### src/rtl/instr_encoder.sv
// RV32I field-bundle encoder feeding the instruction-memory write port.
// Encodes per major opcode, buffers up to two words, writes them to sequential addresses.
module instr_encoder #(
  parameter int          ADDR_WIDTH = 8,
  parameter int unsigned BASE_ADDR  = 0
) (
  input  logic                  clk,
  input  logic                  rst,
  input  logic                  in_valid,
  output logic                  in_ready,
  input  logic [6:0]            opcode,
  input  logic [4:0]            rd,
  input  logic [4:0]            rs1,
  input  logic [4:0]            rs2,
  input  logic [2:0]            funct3,
  input  logic                  funct7,
  input  logic [31:0]           imm,
  input  logic                  flush,
  output logic                  wr_en,
  input  logic                  wr_ready,
  output logic [ADDR_WIDTH-1:0] wr_addr,
  output logic [31:0]           wr_data,
  output logic [ADDR_WIDTH:0]   wr_count,
  output logic                  err,
  output logic                  ovf
);

  localparam logic [6:0] OP_R      = 7'b0110011;
  localparam logic [6:0] OP_IMM    = 7'b0010011;
  localparam logic [6:0] OP_LOAD   = 7'b0000011;
  localparam logic [6:0] OP_JALR   = 7'b1100111;
  localparam logic [6:0] OP_STORE  = 7'b0100011;
  localparam logic [6:0] OP_BRANCH = 7'b1100011;
  localparam logic [6:0] OP_AUIPC  = 7'b0010111;
  localparam logic [6:0] OP_LUI    = 7'b0110111;
  localparam logic [6:0] OP_JAL    = 7'b1101111;

  localparam logic [ADDR_WIDTH-1:0] BASE = ADDR_WIDTH'(BASE_ADDR);
  localparam logic [ADDR_WIDTH-1:0] TOP  = {ADDR_WIDTH{1'b1}};

  logic [31:0] enc;
  logic        supported;
  logic [6:0]  f7;
  logic        unused_imm;

  logic [31:0] fifo_mem [2];
  logic        rd_ptr;
  logic        wr_ptr;
  logic [1:0]  count;
  logic        accept;
  logic        push;
  logic        pop;

  assign unused_imm = imm[0];
  assign f7 = funct7 ? 7'b0100000 : 7'b0000000;

  always_comb begin
    enc       = '0;
    supported = 1'b1;
    case (opcode)
      OP_R:      enc = {f7, rs2, rs1, funct3, rd, opcode};
      OP_IMM: begin
        // Shift-immediates carry the funct7 class in the upper bits instead of imm[11:5]
        if (funct3 == 3'b001 || funct3 == 3'b101)
          enc = {f7, imm[4:0], rs1, funct3, rd, opcode};
        else
          enc = {imm[11:0], rs1, funct3, rd, opcode};
      end
      OP_LOAD:   enc = {imm[11:0], rs1, funct3, rd, opcode};
      OP_JALR:   enc = {imm[11:0], rs1, 3'b000, rd, opcode};
      OP_STORE:  enc = {imm[11:5], rs2, rs1, funct3, imm[4:0], opcode};
      OP_BRANCH: enc = {imm[12], imm[10:5], rs2, rs1, funct3, imm[4:1], imm[11], opcode};
      OP_AUIPC,
      OP_LUI:    enc = {imm[31:12], rd, opcode};
      OP_JAL:    enc = {imm[20], imm[10:1], imm[11], imm[19:12], rd, opcode};
      default:   supported = 1'b0;
    endcase
  end

  assign in_ready = !rst && !flush && !ovf && (count != 2'd2);
  assign accept   = in_valid && in_ready;
  assign push     = accept && supported;
  assign wr_en    = (count != 2'd0) && !ovf;
  assign pop      = wr_en && wr_ready;
  assign wr_data  = fifo_mem[rd_ptr];

  // Once the top address is written the block freezes until flush or reset
  always_ff @(posedge clk or posedge rst) begin
    if (rst) begin
      fifo_mem[0] <= '0;
      fifo_mem[1] <= '0;
      rd_ptr      <= 1'b0;
      wr_ptr      <= 1'b0;
      count       <= 2'd0;
      wr_addr     <= BASE;
      wr_count    <= '0;
      err         <= 1'b0;
      ovf         <= 1'b0;
    end else if (flush) begin
      rd_ptr   <= 1'b0;
      wr_ptr   <= 1'b0;
      count    <= 2'd0;
      wr_addr  <= BASE;
      wr_count <= '0;
      err      <= 1'b0;
      ovf      <= 1'b0;
    end else begin
      if (push) begin
        fifo_mem[wr_ptr] <= enc;
        wr_ptr           <= ~wr_ptr;
      end
      if (pop) begin
        rd_ptr   <= ~rd_ptr;
        wr_count <= wr_count + (ADDR_WIDTH+1)'(1);
        if (wr_addr == TOP)
          ovf <= 1'b1;
        else
          wr_addr <= wr_addr + ADDR_WIDTH'(1);
      end
      case ({push, pop})
        2'b10:   count <= count + 2'd1;
        2'b01:   count <= count - 2'd1;
        default: count <= count;
      endcase
      if (accept && !supported)
        err <= 1'b1;
    end
  end

endmodule

### config.mk
export PLATFORM = sky130hd
export DESIGN_NAME = instr_encoder
export DESIGN_NICKNAME = d
export VERILOG_FILES = /design/src/rtl/instr_encoder.sv
export SDC_FILE = /design/constraint.sdc
export NUM_CORES = 1
export LEC_CHECK = 0
export BUFFER_PORTS_ARGS = -buffer_cell sky130_fd_sc_hd__buf_4
export CAP_MARGIN = 20
export CORE_MARGIN = 5
export CORE_UTILIZATION = 55
export CTS_CLUSTER_SIZE = 8
export DETAILED_ROUTE_END_ITERATION = 7
export PLACE_DENSITY = 0.91
export SYNTH_ARGS = -nofsm -noshare
export SYNTH_HDL_FRONTEND = slang
export SYNTH_SLANG_ARGS = --single-unit
### constraint.sdc
create_clock -name clk -period 4.6 [get_ports clk]
set_input_delay 0.92 -clock clk [delete_from_list [all_inputs] [get_ports clk]]
set_output_delay 0.92 -clock clk [all_outputs]
set_load 0.05 [all_outputs]
==> results.sh, run 1 <==
export IMPL_synth_seq_area_share_pct=49.9
export IMPL_cts_resized=0
export IMPL_met1Wirelength_um=4690
export IMPL_wl_met2_um=5820
export IMPL_post_route_min_period_ns=3.10
export IMPL_critical_path_cell_count=3
export IMPL_placed_area_um2=5280
export IMPL_count_of_inserted_antenna_diode_cells=0
export IMPL_drt_pre_antenna_iters=6
export IMPL_cts_hold_repair_buffers=0
export IMPL_register_bit_count_reported_by_yosys=87
export IMPL_cp_top_family="flip-flops"
export IMPL_cp_slowest_stage_delay_ns=0.78
export IMPL_timing_hold_violations_final=0
export IMPL_worstPathRequired_ns=3.68
export IMPL_finalNetCount=612
export IMPL_vias_after_detailed_routing=3842
export IMPL_cts_sinks=87
export IMPL_number_of_nets_produced_by_synthesis=507
export IMPL_crit_top_cell="buf_4"
export IMPL_area_of_combinational_cells_with_multiple_inputs_um2=2070
export IMPL_post_route_util_pct=71.9
export IMPL_htree_levels=3
export IMPL_setup_violations=0
export IMPL_most_common_layout_cells="119 x buf_4, 87 x dfrtp_1, 72 x nand2_1"
export IMPL_worst_slew_pin_tran_ns=1.10
export IMPL_critical_path_endpoint_type="output port"
export IMPL_yosys_warnings=0
export IMPL_reg2reg_from="wr_addr[0]$_DFFE_PP0P_"
export IMPL_crit_path_top_delay_cell="dfrtp_1"
export IMPL_postSynth_asyncResetShare_pct=100
export IMPL_netlist_area_um2=4370
export IMPL_grt_first_pass_wirelength_um=18400
export IMPL_synthCells=442
export IMPL_timing_setup_tns_ns=0
export IMPL_maxClockFrequency_ghz=0.323
export IMPL_post_cts_setup_buffers=0
export IMPL_final_fill_count=530
export IMPL_worstPathArrival_ns=2.18
export IMPL_gpl_final_weighted_congestion=0.849
export IMPL_rsz0062_at_grt="false"
export IMPL_highest_layer_used_for_signal_routing="met4"
export IMPL_postRouteAntennaNets=0
export IMPL_layout_worst_path_cycle_share_pct=67.3
export IMPL_status="finished clean"
export IMPL_clock_transition_at_the_register_clock_pins_on_the_worst_setup_and_hold_paths_after_cts_ns=0.09
export IMPL_skew_ns=0.0114
export IMPL_synth_lib_cells_used_distinct=53
export IMPL_antenna_found_initial=0
export IMPL_cap_viol_max_count=0
export IMPL_worst_setup_path_start_kind="flip-flop"
export IMPL_synth_edf_count=0
export IMPL_io_buffer_count=115
export IMPL_crit_reg2reg_capture="wr_addr[4]$_DFFE_PP0P_"
export IMPL_peak_supply_drop_uv=189
export IMPL_power_density_nw_per_um2=295
export IMPL_reg2reg_slack_ns=2.59
export IMPL_ff_latch_area_um2=2180
export IMPL_wire_per_inst_um=17.8
export IMPL_hp_class="input port to asynchronous set/reset pin"
export IMPL_final_layout_size_suffix_gt1_share_pct=33.0
export IMPL_grt_overflow_total=0
export IMPL_cts_root_buf="clkbuf_8"
export IMPL_worstSkewPairLatency_ns=0.36
export IMPL_met3_length_um=830
export IMPL_cp_max_fo=20
export IMPL_dieArea_um2=9820
export IMPL_route_detailed_vias_per_inst=5.87
export IMPL_timing_critical_path_buf_inv=2
export IMPL_num_rows=32
export IMPL_detailedPlacementHpwl_um=7910
export IMPL_pin_count=116
export IMPL_areaGrowthSynthToFinish_pct=27.2
export IMPL_clock_path_buffers=2
export IMPL_die_width_um=99.1
export IMPL_relSlewSlack_pct=24.9
export IMPL_final_common_cell="buf_4"
export IMPL_grtUsageTotal_pct=23.5
export IMPL_cts_tree="done"
export IMPL_floorplan_die_height_um=99.1
export IMPL_cellLeakagePower_nw=2.53
export IMPL_cts_inserted_buffers=9
export IMPL_detail_route_drc_violations=0
export IMPL_synthesis_area_per_instance_um2=9.88
export IMPL_final_cell_area_um2=5560
export IMPL_grt_pass1_vias=3783
export IMPL_core_area_um2=7730
export IMPL_timing_final_max_slew_violations=0
export IMPL_grt_max_degree=66
export IMPL_start_util_pct=56.5
export IMPL_timing_reg2reg_worst_path_depth=5
export IMPL_postRouteWirelength_um=11700
export IMPL_setup_worst_path_class="flip-flop to output port"
export IMPL_drt_first_iter_violations=326
export IMPL_timing_critical_path_cells="buf_4 > mux2_2 > buf_4"
export IMPL_synth_flop_cell="dfrtp_1"
## sequential cells by signal, summed over array words and instances (netlist names)
name / count
wr_count: 9
wr_addr: 8
wr_ptr: 1
rd_ptr: 1
fifo_mem: 64
count: 2
err: 1
ovf: 1
## stage by stage
step                      worst slack, ns  hold slack (ns)  cells  total power, mW
after floorplan                      1.43            0.428    442            0.910
after global placement               1.65            0.443    636            0.988
after detailed placement             1.58            0.447    637            0.993
after CTS                            1.52            0.471    653             1.64
after global routing                 1.47            0.463    654             1.70
final                                1.50            0.468    654             1.64
## routing by layer
metal / vias up / track usage, %
li1: 1787 / -
met1: 1841 / 30.7
met2: 177 / 38.3
met3: 37 / 4.98
met4: 0 / 9.56
met5: - / 0
## synthesized netlist by cell type, types with 3 or more instances
library cell | n | share of area (%)
a2111oi_0 | 3 | 0.60
a21oi_1 | 9 | 1.0
a222oi_1 | 4 | 0.92
a22oi_1 | 19 | 3.3
and3_1 | 6 | 0.86
and4b_1 | 3 | 0.69
buf_2 | 10 | 1.1
clkbuf_1 | 15 | 1.3
dfrtp_1 | 87 | 50
inv_1 | 3 | 0.26
mux2_2 | 34 | 8.8
nand2_1 | 72 | 6.2
nand2b_1 | 9 | 1.3
nand3_1 | 8 | 0.92
nand4_1 | 3 | 0.43
nor2_1 | 28 | 2.4
nor2b_1 | 7 | 1.0
nor3_1 | 3 | 0.34
o21ai_0 | 6 | 0.69
o21ai_1 | 59 | 6.8
xnor2_1 | 8 | 1.6
xor2_1 | 8 | 1.6
## cells by family (layout without fill, tap and decap cells)
kind of cell | count (synthesis) | after routing | synth area share [%]
flops | 87 | 87 | 49.9
xor+xnor | 16 | 16 | 3.21
fa+ha+maj | 2 | 2 | 0.573
compound gates | 116 | 116 | 17.1
buf+inv | 30 | 140 | 3.04
simple gates | 156 | 156 | 17.2
mux | 35 | 35 | 9.00
## worst reg2reg max path: stages (launching register included)
cell and delay, ns:
dfrtp_1 0.42, ha_1 0.29, nor4bb_1 0.71, nand3b_1 0.23, xor2_1 0.19, nor2_1 0.10
## where the power goes
part / internal, mW / switching [mW]
registers: 0.776 / 0.00746
logic: 0.0804 / 0.119
clock network: 0.366 / 0.292
total: 1.22 / 0.419
## how the worst max path moves through the flow
stage,startpoint,endpoint,slack (ns)
2_1_floorplan,rst,count[0]$_DFFE_PP0P_,1.43
3_3_place_gp,opcode[3],fifo_mem[43]$_DFFE_PP0P_,1.65
3_5_place_dp,opcode[3],fifo_mem[41]$_DFFE_PP0P_,1.58
4_1_cts,rd_ptr$_DFFE_PP0P_,wr_data[2],1.52
5_1_grt,rd_ptr$_DFFE_PP0P_,wr_data[2],1.47
6_report,rd_ptr$_DFFE_PP0P_,wr_data[2],1.50
## final cells by class
class / count / share of cell area [%]
clock buffers: 9 / 2.23
clock inverters: 7 / 2.23
inverters: 3 / 0.225
multi-input cells: 325 / 37.2
flip-flops and latches: 87 / 39.2
well taps: 102 / 2.30
repair buffers: 121 / 16.7
No activity file was read; power rests on OpenSTA's default activity.
==> run 2, diff against run 1 <==
Settings changed: CORE_UTILIZATION 55 to 48, PLACE_DENSITY 0.91 to 0.85.
Clock period 4.6 ns to 2.6 ns, I/O delays scaled along.
==> results.sh, run 2 (synthesis results as in run 1) <==
export IMPL_status="finished clean"
export IMPL_drt_first_iter_violations=305
export IMPL_worst_slew_pin_tran_ns=0.701
export IMPL_registers_top_by_ff_count="fifo_mem"
export IMPL_io_buffer_count=115
export IMPL_clock_power_share_pct=35.9
export IMPL_wire_per_inst_um=16.9
export IMPL_worstSkewPairLatency_ns=0.35
export IMPL_rsz0062_at_grt="false"
export IMPL_power_report_internal_total_mw=2.02
export IMPL_power_density_nw_per_um2=484
export IMPL_finalNetCount=620
export IMPL_largest_register_ffs=64
export IMPL_detailedPlacementHpwl_um=8250
export IMPL_relSlewSlack_pct=52.1
export IMPL_timing_setup_tns_ns=0
export IMPL_clock_path_buffers=2
export IMPL_core_area_um2=8810
export IMPL_detail_route_drc_violations=0
export IMPL_cts_tree="done"
export IMPL_peak_supply_drop_uv=270
export IMPL_areaGrowthSynthToFinish_pct=28.4
export IMPL_worstPathArrival_ns=1.75
export IMPL_antenna_found_initial=0
export IMPL_start_util_pct=49.6
export IMPL_cp_max_fo=32
export IMPL_floorplan_die_height_um=105
export IMPL_skew_ns=0.0143
export IMPL_htree_levels=3
export IMPL_final_common_cell="buf_4"
export IMPL_grt_pass1_vias=3833
export IMPL_final_cell_area_um2=5610
export IMPL_grt_first_pass_wirelength_um=18900
export IMPL_clock_transition_at_the_register_clock_pins_on_the_worst_setup_and_hold_paths_after_cts_ns=0.09
export IMPL_post_cts_setup_buffers=0
export IMPL_route_detailed_vias_per_inst=5.63
export IMPL_worstPathRequired_ns=2.08
export IMPL_cts_root_buf="clkbuf_8"
export IMPL_most_common_layout_cells="126 x buf_4, 87 x dfrtp_1, 72 x nand2_1"
export IMPL_final_layout_size_suffix_gt1_share_pct=33.8
export IMPL_timing_reg2reg_worst_path_depth=5
export IMPL_grt_overflow_total=0
export IMPL_reg_top3="fifo_mem x64, wr_count x9, wr_addr x8"
export IMPL_power_switching_uw=697
export IMPL_power_switching_share_pct=25.7
export IMPL_maxClockFrequency_ghz=0.440
export IMPL_critical_path_endpoint_type="output port"
export IMPL_power_share_combinational_pct=13.0
export IMPL_worst_setup_path_start_kind="flip-flop"
export IMPL_cts_resized=0
export IMPL_cap_viol_max_count=0
export IMPL_pin_count=116
export IMPL_cts_hold_repair_buffers=0
export IMPL_cts_inserted_buffers=9
export IMPL_timing_hold_violations_final=0
export IMPL_drt_pre_antenna_iters=5
export IMPL_gpl_final_weighted_congestion=0.924
export IMPL_num_rows=34
export IMPL_cts_sinks=87
export IMPL_sequentialPowerShare_pct=51.0
export IMPL_setup_violations=0
export IMPL_postRouteAntennaNets=0
export IMPL_placed_area_um2=5400
export IMPL_timing_final_max_slew_violations=0
export IMPL_setup_worst_path_class="flip-flop to output port"
export IMPL_grtUsageTotal_pct=20.7
export IMPL_die_width_um=105
export IMPL_postRouteWirelength_um=11300
export IMPL_vias_after_detailed_routing=3758
export IMPL_hp_class="input port to asynchronous set/reset pin"
export IMPL_post_route_min_period_ns=2.27
export IMPL_count_of_inserted_antenna_diode_cells=0
export IMPL_grt_max_degree=43
export IMPL_cellLeakagePower_nw=2.55
export IMPL_dieArea_um2=11100
export IMPL_layout_worst_path_cycle_share_pct=87.5
[run 2: changes by cell type in the layout (fill, tap and decap cells not counted), sizes merged]
| cell | delta |
|---|---|
| bufinv | -2 |
| clkbuf | +3 |
| buf | +8 |
| clkinvlp | +2 |
| inv | -3 |
[run 2: cell type report]
cell class                      instances  area [um^2]
Clock buffer                           12          155
Inverter                                3         15.0
Multi-Input combinational cell        325         2070
Clock inverter                          4         53.8
Fill cell                             731         3200
Timing Repair Buffer                  129         1010
Tap cell                              108          135
Sequential cell                        87         2180
[run 2: path summary, 6_finish.rpt]
path | from | endpoint | slack (ns)
worst max-delay path | rd_ptr$_DFFE_PP0P_ | wr_data[3] | 0.33
worst min-delay path | rst | wr_count[7]$_DFFE_PP0P_ | 0.27
worst max register to register | ovf$_DFFE_PP0P_ | wr_addr[5]$_DFFE_PP0P_ | 0.72
worst min register to register | fifo_mem[0]$_DFFE_PP0P_ | fifo_mem[0]$_DFFE_PP0P_ | 0.46
max in group asynchronous | rst | fifo_mem[58]$_DFFE_PP0P_ | 1.69
min in group clk | fifo_mem[0]$_DFFE_PP0P_ | fifo_mem[0]$_DFFE_PP0P_ | 0.46
[run 2: critical path: stages, from the launching register on]
cell,delay (ns)
dfrtp_1,0.37
buf_4,0.42
mux2_2,0.42
buf_4,0.20
[run 2: per-stage QoR]
stage / worst slack (ns) / utilization, % / instances / total power, mW / hold WS [ns]
floorplan: 0.620 / - / 442 / 1.61 / 0.428
global placement: 0.354 / 61.3 / 652 / 1.76 / 0.444
CTS: 0.314 / 63.7 / 668 / 2.74 / 0.276
detailed placement: 0.324 / 61.3 / 652 / 1.77 / 0.448
finish: 0.326 / 63.7 / 668 / 2.71 / 0.265
global route: 0.243 / 63.7 / 668 / 2.82 / 0.294
[run 2: routing by layer]
metal | GRT usage (%) | wire length, um | up-vias
met3 | 3.91 | 558 | 19
met4 | 7.78 | 258 | 0
met5 | 0 | 0 | -
met1 | 28.0 | 4870 | 1810
met2 | 33.3 | 5620 | 134
li1 | - | - | 1795
[run 2: power groups by stage]
stage,Sequential [mW],Combinational (mW),Clock [mW]
floorplan,1.41,0.198,0
global placement,1.41,0.348,0
detailed placement,1.41,0.355,0
CTS,1.38,0.356,0.996
global route,1.39,0.380,1.05
finish,1.38,0.354,0.974
==> run 3, diff against run 2 <==
Settings changed: REMOVE_ABC_BUFFERS set to 1, SETUP_SLACK_MARGIN set to 0.5.
==> results.sh, run 3 (synthesis results as in run 1) <==
export IMPL_status="finished clean"
export IMPL_worst_setup_path_start_kind="flip-flop"
export IMPL_core_area_um2=8810
export IMPL_timing_hold_violations_final=0
export IMPL_most_common_layout_cells="128 x buf_4, 86 x dfrtp_1, 72 x nand2_1"
export IMPL_htree_levels=3
export IMPL_antenna_found_initial=0
export IMPL_placed_area_um2=5370
export IMPL_grt_overflow_total=0
export IMPL_num_rows=34
export IMPL_rsz0062_at_grt="true"
export IMPL_detailedPlacementHpwl_um=7910
export IMPL_worstSkewPairLatency_ns=0.36
export IMPL_cts_inserted_buffers=9
export IMPL_wire_per_inst_um=16.8
export IMPL_finalNetCount=622
export IMPL_grt_first_pass_wirelength_um=18600
export IMPL_peak_supply_drop_uv=226
export IMPL_start_util_pct=49.6
export IMPL_grt_max_degree=47
export IMPL_reg_top3="fifo_mem x64, wr_count x9, wr_addr x8"
export IMPL_postRouteAntennaNets=0
export IMPL_final_common_cell="buf_4"
export IMPL_drt_pre_antenna_iters=5
export IMPL_timing_reg2reg_worst_path_depth=5
export IMPL_cts_tree="done"
export IMPL_hp_class="input port to asynchronous set/reset pin"
export IMPL_timing_final_max_slew_violations=0
export IMPL_worst_slew_pin_tran_ns=0.809
export IMPL_grtUsageTotal_pct=20.3
export IMPL_cts_root_buf="clkbuf_8"
export IMPL_count_of_inserted_antenna_diode_cells=0
export IMPL_cp_top_family="flip-flops"
export IMPL_cap_viol_max_count=0
export IMPL_skew_ns=0.0107
export IMPL_die_width_um=105
export IMPL_maxClockFrequency_ghz=0.477
export IMPL_floorplan_die_height_um=105
export IMPL_cts_hold_repair_buffers=0
export IMPL_layout_worst_path_cycle_share_pct=80.7
export IMPL_power_density_nw_per_um2=500
export IMPL_worstPathArrival_ns=1.58
export IMPL_crit_path_top_delay_cell="dfrtp_2"
export IMPL_gpl_final_weighted_congestion=0.822
export IMPL_vias_after_detailed_routing=3767
export IMPL_final_layout_size_suffix_gt1_share_pct=34.3
export IMPL_final_cell_area_um2=5650
export IMPL_setup_worst_path_class="flip-flop to output port"
export IMPL_timing_setup_tns_ns=0
export IMPL_setup_violations=0
export IMPL_cellLeakagePower_nw=2.58
export IMPL_postRouteWirelength_um=11300
export IMPL_cts_sinks=87
export IMPL_post_route_min_period_ns=2.10
export IMPL_timing_critical_path_buf_inv=2
export IMPL_largest_register_ffs=64
export IMPL_post_route_util_pct=64.2
export IMPL_worstPathRequired_ns=2.08
export IMPL_io_buffer_count=115
export IMPL_critical_path_cell_count=3
export IMPL_dieArea_um2=11100
export IMPL_cp_max_fo=16
export IMPL_clock_transition_at_the_register_clock_pins_on_the_worst_setup_and_hold_paths_after_cts_ns=0.09
export IMPL_grt_pass1_vias=3806
export IMPL_route_detailed_vias_per_inst=5.62
export IMPL_registers_top_by_ff_count="fifo_mem"
export IMPL_areaGrowthSynthToFinish_pct=29.4
export IMPL_clock_path_buffers=2
export IMPL_detail_route_drc_violations=0
export IMPL_power_mw=2.82
export IMPL_drt_first_iter_violations=219
export IMPL_final_fill_count=679
export IMPL_cp_slowest_stage_delay_ns=0.47
export IMPL_timing_critical_path_cells="buf_12 > mux2_2 > buf_4"
export IMPL_pin_count=116
export IMPL_critical_path_endpoint_type="output port"
export IMPL_relSlewSlack_pct=45.6
-- run 3: power breakdown --
part | switching [mW] | leakage, nW | internal (mW)
combinational | 0.209 | 1.26 | 0.145
clock | 0.509 | 0.117 | 0.575
sequential | 0.0125 | 1.21 | 1.37
total | 0.730 | 2.58 | 2.09
-- run 3: metal layers --
layer | share of wire (%) | GRT usage (%)
met4 | 1.8 | 6.56
met3 | 7.0 | 4.89
met5 | 0 | 0
met2 | 49 | 33.2
met1 | 42 | 26.7
-- run 3: final cells by class --
cell class                      instances  area, um^2  area share (%)
Clock inverter                          6        91.3            1.62
Inverter                                3        12.5           0.221
Tap cell                              108         135            2.39
Sequential cell                        87        2180            38.6
Multi-Input combinational cell        325        2070            36.6
Clock buffer                           10         138            2.44
Timing Repair Buffer                  131        1030            18.2
-- run 3: worst paths after layout --
check                                               from                  endpoint  slack [ns]
worst min register to register  fifo_mem[33]$_DFFE_PP0P_  fifo_mem[33]$_DFFE_PP0P_        0.48
worst max register to register           ovf$_DFFE_PP0P_    wr_addr[5]$_DFFE_PP0P_        0.70
worst min-delay path                                 rst    wr_addr[4]$_DFFE_PP0P_        0.29
min in group clk                                 imm[10]  fifo_mem[30]$_DFFE_PP0P_        0.46
max in group asynchronous                            rst   fifo_mem[6]$_DFFE_PP0P_        1.60
worst max-delay path                  rd_ptr$_DFFE_PP0P_               wr_data[20]        0.50
-- run 3: repair_timing --
item | 4_1_cts | 5_1_grt
endpoints found under the hold margin | 0 | 0
gates cloned | 1 | 0
resized for setup | 5 | 0
setup endpoints to repair | 32 | 31
setup buffers | 1 | 0
-- run 3: through the flow --
| step | setup WS [ns] | hold WS (ns) | cells |
|---|---|---|---|
| after floorplan | -0.170 | 0.428 | 415 |
| after global placement | 0.387 | 0.443 | 652 |
| after detailed placement | 0.331 | 0.464 | 652 |
| after CTS | 0.511 | 0.309 | 670 |
| after global routing | 0.465 | 0.358 | 670 |
| final | 0.502 | 0.293 | 670 |
